<file path="config.mk">
export PLATFORM = sky130hd
export DESIGN_NAME = sr_cmd_gen
export DESIGN_NICKNAME = d
export VERILOG_FILES = /design/src/rtl/sr_cmd_gen.sv
export SDC_FILE = /design/constraint.sdc
export NUM_CORES = 1
export LEC_CHECK = 0
export ABC_AREA = 0
export CORE_MARGIN = 2
export CORE_UTILIZATION = 40
export DETAILED_ROUTE_END_ITERATION = 8
export GPL_TIMING_DRIVEN = 1
export PLACE_DENSITY_LB_ADDON = 0.1
export SYNTH_ARGS = -nofsm -noshare
export SYNTH_HDL_FRONTEND = slang
export SYNTH_SLANG_ARGS = --single-unit
</file>
<file path="constraint.sdc">
create_clock -name clk -period 2.3 [get_ports clk]
set_input_delay 0.46 -clock clk [delete_from_list [all_inputs] [get_ports clk]]
set_output_delay 0.46 -clock clk [all_outputs]
set_load 0.01 [all_outputs]
</file>
<file path="src/rtl/sr_cmd_gen.sv">
// Set/clear command front-end: debounces two raw request inputs and emits mutually exclusive one-cycle s/r pulses.
// Define SR_CMD_SYNC_EN to insert a two-flop synchronizer ahead of each debouncer.
//
// state | meaning
// ------+---------------------------------------------------------------
// IDLE  | waiting for a debounced rising edge on set or clear
// PULSE | s or r is high for exactly this cycle
// GAP   | lockout after a pulse; gap_cnt counts down to zero
module sr_cmd_gen #(
    parameter int DB_CYCLES  = 4,
    parameter int GAP_CYCLES = 2
) (
    input  logic       clk,
    input  logic       rst,
    input  logic       set_btn,
    input  logic       clr_btn,
    output logic       s,
    output logic       r,
    output logic       busy,
    output logic [7:0] drop_cnt
);

    typedef enum logic [1:0] {
        IDLE  = 2'd0,
        PULSE = 2'd1,
        GAP   = 2'd2
    } state_t;

    localparam logic [7:0] DB_LAST  = 8'(DB_CYCLES - 1);
    localparam logic [7:0] GAP_LAST = 8'(GAP_CYCLES - 1);
    localparam bit         HAS_GAP  = (GAP_CYCLES > 0);

    // bit 0 is the set channel, bit 1 the clear channel
    logic [1:0] btn;
    logic [1:0] samp;
    logic [1:0] rise;

    assign btn = {clr_btn, set_btn};

`ifdef SR_CMD_SYNC_EN
    logic [1:0] sync_q1;
    logic [1:0] sync_q2;

    always_ff @(posedge clk or posedge rst) begin
        if (rst) begin
            sync_q1 <= 2'b00;
            sync_q2 <= 2'b00;
        end else begin
            sync_q1 <= btn;
            sync_q2 <= sync_q1;
        end
    end

    assign samp = sync_q2;
`else
    assign samp = btn;
`endif

    for (genvar i = 0; i < 2; i++) begin : g_db
        logic       lvl;
        logic       lvl_d;
        logic [7:0] cnt;

        // Any sample that agrees with the stable level restarts the count.
        always_ff @(posedge clk or posedge rst) begin
            if (rst) begin
                lvl   <= 1'b0;
                lvl_d <= 1'b0;
                cnt   <= 8'd0;
            end else begin
                lvl_d <= lvl;
                if (samp[i] == lvl) begin
                    cnt <= 8'd0;
                end else if (cnt == DB_LAST) begin
                    lvl <= samp[i];
                    cnt <= 8'd0;
                end else begin
                    cnt <= cnt + 8'd1;
                end
            end
        end

        assign rise[i] = lvl & ~lvl_d;
    end

    state_t     state;
    state_t     state_nxt;
    logic [7:0] gap_cnt;
    logic [7:0] gap_nxt;
    logic       s_nxt;
    logic       r_nxt;
    logic [1:0] drop_inc;
    logic [8:0] drop_sum;
    logic [7:0] drop_nxt;

    always_ff @(posedge clk or posedge rst) begin
        if (rst) begin
            state    <= IDLE;
            gap_cnt  <= 8'd0;
            s        <= 1'b0;
            r        <= 1'b0;
            drop_cnt <= 8'd0;
        end else begin
            state    <= state_nxt;
            gap_cnt  <= gap_nxt;
            s        <= s_nxt;
            r        <= r_nxt;
            drop_cnt <= drop_nxt;
        end
    end

    always_comb begin
        state_nxt = state;
        gap_nxt   = gap_cnt;
        s_nxt     = 1'b0;
        r_nxt     = 1'b0;
        drop_inc  = 2'd0;
        case (state)
            IDLE: begin
                // Simultaneous requests are ambiguous, so neither wins.
                if (rise == 2'b11) begin
                    drop_inc = 2'd1;
                end else if (rise[0]) begin
                    s_nxt     = 1'b1;
                    state_nxt = PULSE;
                end else if (rise[1]) begin
                    r_nxt     = 1'b1;
                    state_nxt = PULSE;
                end
            end
            PULSE: begin
                drop_inc = {1'b0, rise[0]} + {1'b0, rise[1]};
                if (HAS_GAP) begin
                    state_nxt = GAP;
                    gap_nxt   = GAP_LAST;
                end else begin
                    state_nxt = IDLE;
                end
            end
            GAP: begin
                drop_inc = {1'b0, rise[0]} + {1'b0, rise[1]};
                if (gap_cnt == 8'd0) begin
                    state_nxt = IDLE;
                end else begin
                    gap_nxt = gap_cnt - 8'd1;
                end
            end
            default: begin
                state_nxt = IDLE;
            end
        endcase
    end

    assign drop_sum = {1'b0, drop_cnt} + {7'd0, drop_inc};
    assign drop_nxt = drop_sum[8] ? 8'hFF : drop_sum[7:0];

    assign busy = (state != IDLE);

endmodule
</file>
# [Yosys cells after proc, flatten, opt, wreduce, memory -nomap -nowiden]
# Index checks and enable logic that the tools add are counted.
[word_totals] regBits=40 latchBits=0 ram_bits=0 rom_bits=0 mem_count=0
[op_classes] addsub=5 multipliers=0 div_mod_pow=0 n_lt_le_gt_ge=0 eq_ne=11 n_shift=0 mux=21 bitwise=6 n_reduce_logical=9
[ops] op="8-bit 2-to-1 mux" n=6
[ops] op="8-bit by 1-bit adder with 8-bit output (second input constant)" n=2
[ops] op="8-bit by 2-bit equality test with 1-bit output (second input constant)" n=2
[ops] op="8-bit case mux with 2 select lines" n=1
[ops] op="8-bit by 2-bit adder with 9-bit output" n=1
[ops] op="8-bit zero test" n=1
[ops] op="1-bit 2-to-1 mux" n=8
[ops] op="2-bit 2-to-1 mux" n=4
[ops] op="8-bit by 1-bit subtractor with 8-bit output (second input constant)" n=1
[ops] op="2-bit != test (second input constant)" n=3
[ops] op="2-bit case mux with 3 select lines" n=1
[ops] op="2-bit AND reduction" n=3
[ops] op="2-bit equality test (second input constant)" n=2
[ops] op="1-bit NOT" n=4
[ops] op="2-bit case mux with 2 select lines" n=1
[ops] op="2-bit nonzero test" n=2
[ops] op="3-bit != test (second input constant)" n=1
[ops] op="3-bit AND reduction" n=1
[ops] op="1-bit by 1-bit adder with 2-bit output" n=1
[ops] op="1-bit AND" n=2
[ops] op="1-bit equality test" n=2
[ops] op="2-bit by 1-bit equality test with 1-bit output (second input constant)" n=1
[ops] op="2-bit zero test" n=1
[ops] op="2-bit OR reduction" n=1

# [Longest topological paths before layout]
# Gate-level depths: netlist of the first run.
[depth] depth_word=7 ltp_mapped=13

# [Worst setup path after synthesis of the first run]
# OpenSTA, ideal clock, no wires.
[synth_path] kind="register to register" start="register g_db[1].lvl" end="register drop_cnt[0]" setup_time_ps=68 arrival_ps=2353 path_slack_ps=-121 path_stages_with_launch=13 n_path_buf=1 synth_period_minus_slack_ps=2421 cell_sequence="dfrtp_1 nor2b_1 clkbuf_1 inv_1 ha_1 inv_1 a32oi_1 nor2_1 ha_1 inv_1 fa_1 or3_1 nand2b_1"
[synth_via] elab_chain_len=6
[synth_lines] item="start, declared" line="60" source="logic lvl;"
[synth_lines] item="start signal, assigned" line="75" source="lvl <= samp[i];"
[synth_lines] item="1-bit AND (*)" line="83" source="assign rise[i] = lvl & ~lvl_d;"
[synth_lines] item="2-bit equality test" line="121" source="if (rise == 2'b11) begin"
[synth_lines] item="1-bit 2-to-1 mux" line="121"
[synth_lines] item="2-bit case mux with 2 select lines (*)" line="118" source="case (state)"
[synth_lines] item="8-bit by 2-bit adder with 9-bit output (*)" line="154" source="assign drop_sum = {1'b0, drop_cnt} + {7'd0, drop_inc};"
[synth_lines] item="8-bit 2-to-1 mux (*)" line="155" source="assign drop_nxt = drop_sum[8] ? 8'hFF : drop_sum[7:0];"
[synth_lines] item="via drop_nxt[0]" line="94" source="logic [7:0] drop_nxt;"
[synth_lines] item="end signal, assigned" line="108" source="drop_cnt <= drop_nxt;"
[synth_lines] item="end, declared" line="20" source="output logic [7:0] drop_cnt"
# Mark *: on every way through the listed nets, which the timed path passes. The rest lies on a longest branch.
# A chain may end at the register's enable or synchronous reset.

# [Worst setup path in the final report of the first run]
[layout_path] start="register g_db[1].lvl_d" end="register drop_cnt[0]"
[layout_via] elab_chain_len=7
[layout_lines] item="start, declared" line="61" source="logic lvl_d;"
[layout_lines] item="start signal, assigned" line="71" source="lvl_d <= lvl;"
[layout_lines] item="1-bit NOT (*)" line="83"
[layout_lines] item="1-bit AND (*)" line="83"
[layout_lines] item="2-bit equality test" line="121"
[layout_lines] item="1-bit 2-to-1 mux" line="121"
[layout_lines] item="2-bit case mux with 2 select lines (*)" line="118"
[layout_lines] item="8-bit by 2-bit adder with 9-bit output (*)" line="154"
[layout_lines] item="8-bit 2-to-1 mux (*)" line="155"
[layout_lines] item="via drop_nxt[0]" line="94"
# Marks and branches as above.

==> impl_metrics.py, run 1 <==
metrics = {
    "floorplanning": {
        "fp.coreArea_sq_um": 5010,
        "dieArea_sq_um": 5700,
        "die_y_microns": 75.5,
        "die_w_microns": 75.5,
        "row_count": 26,
        "start_util_pct": 40.8,
        "io_pins": 15,
    },
    "pwr": {
        "peakVddDrop_uv": 499,
        "p_leak_nw": 1.15,
        "powerDensity_nw_per_um2": 1130,
    },
    "run_status": {
        "outcome": "finished, final reports clean",
    },
    "place": {
        "hpwl_mm": 2.60,
        "port_buffers": 14,
        "place_congestion": 0.818,
    },
    "routing": {
        "num_vias": 1429,
        "wl_per_cell_microns": 12.1,
        "wl_mm": 3.59,
        "via_per_inst": 4.81,
        "first_pass_iters": 5,
        "ant_nets": 0,
        "drt_iter0_markers": 115,
        "drc_errors": 0,
    },
    "clock_tree": {
        "tritoncts": "yes",
        "cts.sink_count": 40,
        "htree_levels": 2,
        "numCtsBuffers": 5,
        "cts_max_path_buffers": 2,
        "cts-root-buf": "clkbuf_8",
        "clkTransAtPathRegs_ns": 0.07,
        "clk-insertion-delay-late_ns": 0.28,
    },
    "setup_path": {
        "arrival_ns": 2.42,
        "path_class": "reg -> reg",
        "critPathRequiredTime_ns": 2.52,
        "endpoint_kind": "flip-flop",
        "cp-start-kind": "flip-flop",
        "cp_max_fo": 5,
    },
    "finish": {
        "area_growth_pct": 20.2,
        "finish.utilization_pct": 49.1,
        "nets": 243,
        "layout-drive-gt1-share_pct": 15.9,
        "n_fill_cell": 485,
        "n_antenna_cell": 0,
    },
    "sta": {
        "hold_viol": 0,
        "skew_ns": 0.00440,
        "period_needed_ns": 2.19,
        "fmax_mhz": 456,
        "max_slew.worst_pin.slew_ns": 0.500,
        "setup_viol": 0,
        "finalSetupTns_ns": 0,
        "fin_crit_sh_pct": 95.3,
        "relSlewSlack_pct": 66.7,
        "finalMaxSlewViolations": 0,
        "rsz0062_at_grt": "yes",
    },
    "synthesis": {
        "synth_top_flop_cell": "dfrtp_1",
        "postSynthCellCount": 199,
        "async_reset_ff_share_pct": 100,
        "ys_warn_count": 0,
        "synth-seq-cells": 40,
        "synth_edf_count": 0,
        "synth_area_sq_um": 2040,
        "synth.distinct_cells": 41,
        "syn_nets": 216,
        "synth.avg_cell_area_sq_um": 10.3,
        "seq_area_frac_synth_pct": 49.0,
    },
    "grt": {
        "grt-ovfl-total": 0,
        "grt_usage_pct": 14.2,
        "grt_pass1_wl_mm": 6.08,
        "grt_pass1_vias": 1382,
        "grt_max_degree": 41,
        "antenna_found_initial": 0,
    },
    "min_path": {
        "hold_class": "reg -> reg",
    },
    "flow_run": {
        "drv_cap": 0,
    },
}
-- layout by cell type, fill, tap and decap left out, drive strengths merged, types with 3 or more instances in the layout --
cell type,synthesis,final
dfrtp,40,40
nor2,24,24
clkdlybuf4s50,0,14
nand3,13,13
inv,13,13
xor2,12,12
ha,12,12
nand2,11,11
buf,1,10
a21oi,9,9
xnor2,8,8
clkbuf,3,6
nor2b,6,6
and3,5,5
o21ai,4,4
nor3,4,4
mux2,4,4
nor3b,3,3
and2,3,3
-- layout make-up --
cell class	instances	area [sq um]	share of cell area [%]
inverter	13	48.8	1.99
sequential	40	1000	40.7
tap	70	87.6	3.56
clock buffer	6	82.6	3.36
multi-input combinational	142	1010	41.2
clock inverter	2	10.0	0.407
timing repair buffer	24	215	8.76
-- per-stage QoR --
| stage | hold slack, ns | setup slack, ns | total power (W) | std cells | area [sq um] |
|---|---|---|---|---|---|
| finish | 0.474 | 0.108 | 0.00278 | 297 | 2460 |
| CTS | 0.437 | 0.0675 | 0.00274 | 295 | 2410 |
| global placement | 0.412 | 0.123 | 0.00222 | 287 | 2320 |
| floorplan | 0.400 | 0.0324 | 0.00186 | 199 | 2050 |
| global route | 0.502 | -0.0296 | 0.00305 | 297 | 2460 |
| detailed placement | 0.424 | 0.0924 | 0.00225 | 287 | 2320 |
-- repair_timing --
item / CTS / global route
setup endpoints to repair: 0 / 6
hold endpoints to repair: 0 / 0
hold buffers: 0 / 0
gates resized for setup: 0 / 10
setup buffers: 0 / 2
-- logic make-up after synthesis --
family                   count (synthesis)  share of synthesized area (%)
XOR/XNOR                                20                           8.57
multiplexers                             6                           3.18
adder cells (fa/ha/maj)                 13                           8.32
buffers and inverters                   17                           3.49
AO/OA/AOI/OAI                           22                           6.67
flip-flops                              40                           49.0
AND/OR/NAND/NOR                         81                           20.8
-- critical path, cell delays in order (launching register included) --
cell      delay (ns)
dfrtp_1         0.40
nor2b_4         0.12
inv_2           0.05
ha_4            0.23
inv_2           0.04
a32oi_1         0.04
nor2_1          0.13
ha_2            0.20
inv_2           0.04
fa_2            0.43
or3_4           0.38
nand2b_1        0.08
-- sequential cells by signal (all words and copies together), names as in the netlist --
name and count:
g_db.cnt 16, drop_cnt 8, gap_cnt 8, g_db.lvl 2, g_db.lvl_d 2, state 2
r 1, s 1
-- power breakdown --
| part | total, W | switching (W) | internal (W) | leakage (nW) |
|---|---|---|---|---|
| Combinational | 0.00123 | 0.000597 | 0.000635 | 0.572 |
| Sequential | 0.00108 | 0.000175 | 0.000900 | 0.527 |
| Clock | 0.000472 | 0.000233 | 0.000239 | 0.0510 |
| Total | 0.00278 | 0.00100 | 0.00177 | 1.15 |
-- path summary, 6_finish.rpt --
path | from | end | slack (ns) | cells past startpoint
max in group asynchronous | rst | state[0] | 1.36 | 3
min in group asynchronous | rst | g_db[0].lvl_d | 0.60 | 3
max | g_db[1].lvl_d | drop_cnt[0] | 0.11 | 11
min | g_db[0].cnt[0] | g_db[0].cnt[0] | 0.47 | 1
min reg2reg | g_db[0].cnt[0] | g_db[0].cnt[0] | 0.47 | 1
max reg2reg | g_db[1].lvl_d | drop_cnt[0] | 0.11 | 11
-- routing by layer --
layer / up-vias / routed length (microns) / global-route usage [%]
li1: 725 / - / -
met1: 689 / 1750 / 18.9
met2: 13 / 1720 / 22.2
met3: 2 / 90 / 3.70
met4: 0 / 29 / 5.65
met5: - / 0 / 0
-- synth_stat cells, types with 3 or more instances --
cell | number | area, sq um
mux2_2 | 3 | 33.8
inv_1 | 13 | 48.8
nor3_1 | 4 | 20.0
nand3_1 | 13 | 65.1
xor2_1 | 12 | 105
dfrtp_1 | 40 | 1000
o21ai_0 | 4 | 20.0
ha_1 | 12 | 150
nor2_1 | 24 | 90.1
and3_1 | 5 | 31.3
nor3b_1 | 3 | 22.5
clkbuf_1 | 3 | 11.3
a21oi_1 | 9 | 45.0
nand2_1 | 11 | 41.3
and2_1 | 3 | 18.8
xnor2_1 | 8 | 70.1
nor2b_1 | 6 | 37.5
Note: power is estimated with default switching activity, not from simulation.
==> inputs of run 2 (changes only) <==
==> constraint.sdc (replaced) <==
create_clock -name clk -period 2.3 [get_ports clk]
set_input_delay 0.46 -clock clk [delete_from_list [all_inputs] [get_ports clk]]
set_output_delay 0.46 -clock clk [all_outputs]
set_load 0.1 [all_outputs]
==> run 2 against run 1 <==
Effect of this change: first-iteration DRC count decreased by 67%; cell count down 0.34%; via count shrank 0.70%; non-clock buffer count is 1 lower; power grew 18%; critical path depth is 6 lower; sequential cell count unchanged; combinational power grew 42%; sequential share of layout area up 0.12 points; sequential power hardly changed; register-to-register slack barely moved; critical path type unchanged; critical endpoint is now gap_cnt[7]; largest power group unchanged.
==> impl_metrics.py, run 2 (synthesis results as in run 1) <==
metrics = {
    "floorplanning": {
        "fp.coreArea_sq_um": 5010,
        "dieArea_sq_um": 5700,
        "row_count": 26,
        "start_util_pct": 40.8,
        "die_y_microns": 75.5,
        "io_pins": 15,
        "die_w_microns": 75.5,
    },
    "routing": {
        "drt_iter0_markers": 38,
        "num_vias": 1419,
        "wl_mm": 3.44,
        "ant_nets": 0,
        "drc_errors": 0,
        "via_per_inst": 4.79,
        "wl_per_cell_microns": 11.6,
        "first_pass_iters": 4,
    },
    "finish": {
        "largestRegisters": "g_db.cnt x16, drop_cnt x8, gap_cnt x8",
        "layout_commonest_cell": "dfrtp_1",
        "top_register": "g_db.cnt",
        "largest_register_ffs": 16,
        "layout-drive-gt1-share_pct": 20.8,
        "nets": 242,
        "stdcell_count": 296,
        "n_antenna_cell": 0,
        "final_cell_mix": "dfrtp_1, nor2_1, buf_4",
        "area_growth_pct": 19.8,
    },
    "clock_tree": {
        "numCtsBuffers": 5,
        "hold_buffers": 0,
        "cts.sink_count": 40,
        "tritoncts": "yes",
        "clkTransAtPathRegs_ns": 0.07,
        "cts-root-buf": "clkbuf_8",
        "htree_levels": 2,
        "cts_max_path_buffers": 2,
        "clk-insertion-delay-late_ns": 0.28,
    },
    "setup_path": {
        "arrival_ns": 2.41,
        "cp_max_fo": 5,
        "critPathRequiredTime_ns": 2.51,
        "endpoint_kind": "flip-flop",
        "path_class": "reg -> reg",
        "r2r_setup_slack_ns": 0.10,
        "cp-start-kind": "flip-flop",
    },
    "pwr": {
        "powerDensity_nw_per_um2": 1340,
        "peakVddDrop_uv": 689,
        "p_leak_nw": 1.17,
    },
    "min_path": {
        "hold_class": "reg -> reg",
    },
    "sta": {
        "finalMaxSlewViolations": 0,
        "skew_ns": 0.00274,
        "finalSetupTns_ns": 0,
        "period_needed_ns": 2.20,
        "relSlewSlack_pct": 67.2,
        "setup_viol": 0,
        "max_slew.worst_pin.slew_ns": 0.491,
        "fin_crit_sh_pct": 95.5,
        "final.setup.worst_slack_ns": 0.103,
        "hold_viol": 0,
        "fmax_mhz": 455,
    },
    "flow_run": {
        "drv_cap": 0,
    },
    "grt": {
        "grt_pass1_wl_mm": 5.91,
        "grt_pass1_vias": 1340,
        "grt_max_degree": 41,
        "grt_usage_pct": 13.6,
        "antenna_found_initial": 0,
        "grt-ovfl-total": 0,
    },
    "run_status": {
        "outcome": "finished, final reports clean",
    },
    "place": {
        "dp.cells": 286,
        "dpl_worst_slack_ns": 0.0261,
        "place_congestion": 0.821,
        "hpwl_mm": 2.51,
        "port_buffers": 14,
    },
}
[run 2: cell count changes in the layout (fill, tap and decap cells not counted), sizes merged]
cell,before,now
buf,10,20
clkbuf,6,8
clkdlybuf4s50,14,3
clkinv,2,0
[run 2: layout make-up]
| type | instances | area (sq um) |
|---|---|---|
| Tap cell | 70 | 87.6 |
| Fill cell | 483 | 2560 |
| Sequential cell | 40 | 1000 |
| Timing Repair Buffer | 23 | 193 |
| Multi-Input combinational cell | 142 | 1030 |
| Clock buffer | 8 | 90.1 |
| Inverter | 13 | 48.8 |
[run 2: what timing repair did]
item                       4_1_cts  5_1_grt
setup endpoints to repair        0        7
hold endpoints to repair         0        0
gates resized for setup          0       14
setup buffers                    0        2
[run 2: stage by stage]
stage | total power, W | area [sq um] | utilization, % | hold slack (ns)
6_report | 0.00328 | 2450 | 48.9 | 0.460
5_1_grt | 0.00352 | 2450 | 48.9 | 0.494
4_1_cts | 0.00320 | 2380 | 47.6 | 0.453
3_5_place_dp | 0.00271 | 2290 | 45.8 | 0.440
3_3_place_gp | 0.00269 | 2290 | 45.8 | 0.413
2_1_floorplan | 0.00232 | 2050 | - | 0.400
[run 2: metal layers]
metal / vias to the layer above / wire [microns] / share of wire [%] / track usage, %
met2: 11 / 1610 / 47 / 21.4
met4: 0 / 40 / 1.2 / 4.68
met3: 4 / 92 / 2.7 / 3.97
li1: 725 / - / - / -
met5: - / 0 / 0 / 0
met1: 679 / 1700 / 49 / 18.1
[run 2: worst max-delay path, cell delays in order (launching register included)]
cell and delay (ns):
dfrtp_1 0.41, inv_1 0.15, ha_1 0.20, or4b_2 0.67, or4_2 0.57, a21oi_1 0.13
[run 2: worst paths after layout]
path                                 from             end  depth (start not counted)
min                        g_db[0].cnt[0]  g_db[0].cnt[0]                          1
min in group asynchronous             rst     drop_cnt[4]                          3
max in group asynchronous             rst  g_db[0].cnt[4]                          3
max reg2reg                      state[0]      gap_cnt[7]                          5
max                              state[0]      gap_cnt[7]                          5
min reg2reg                g_db[0].cnt[0]  g_db[0].cnt[0]                          1
[run 2: power by group]
group	internal [W]	switching (W)
Combinational	0.000659	0.00109
Sequential	0.000901	0.000168
Clock	0.000244	0.000216
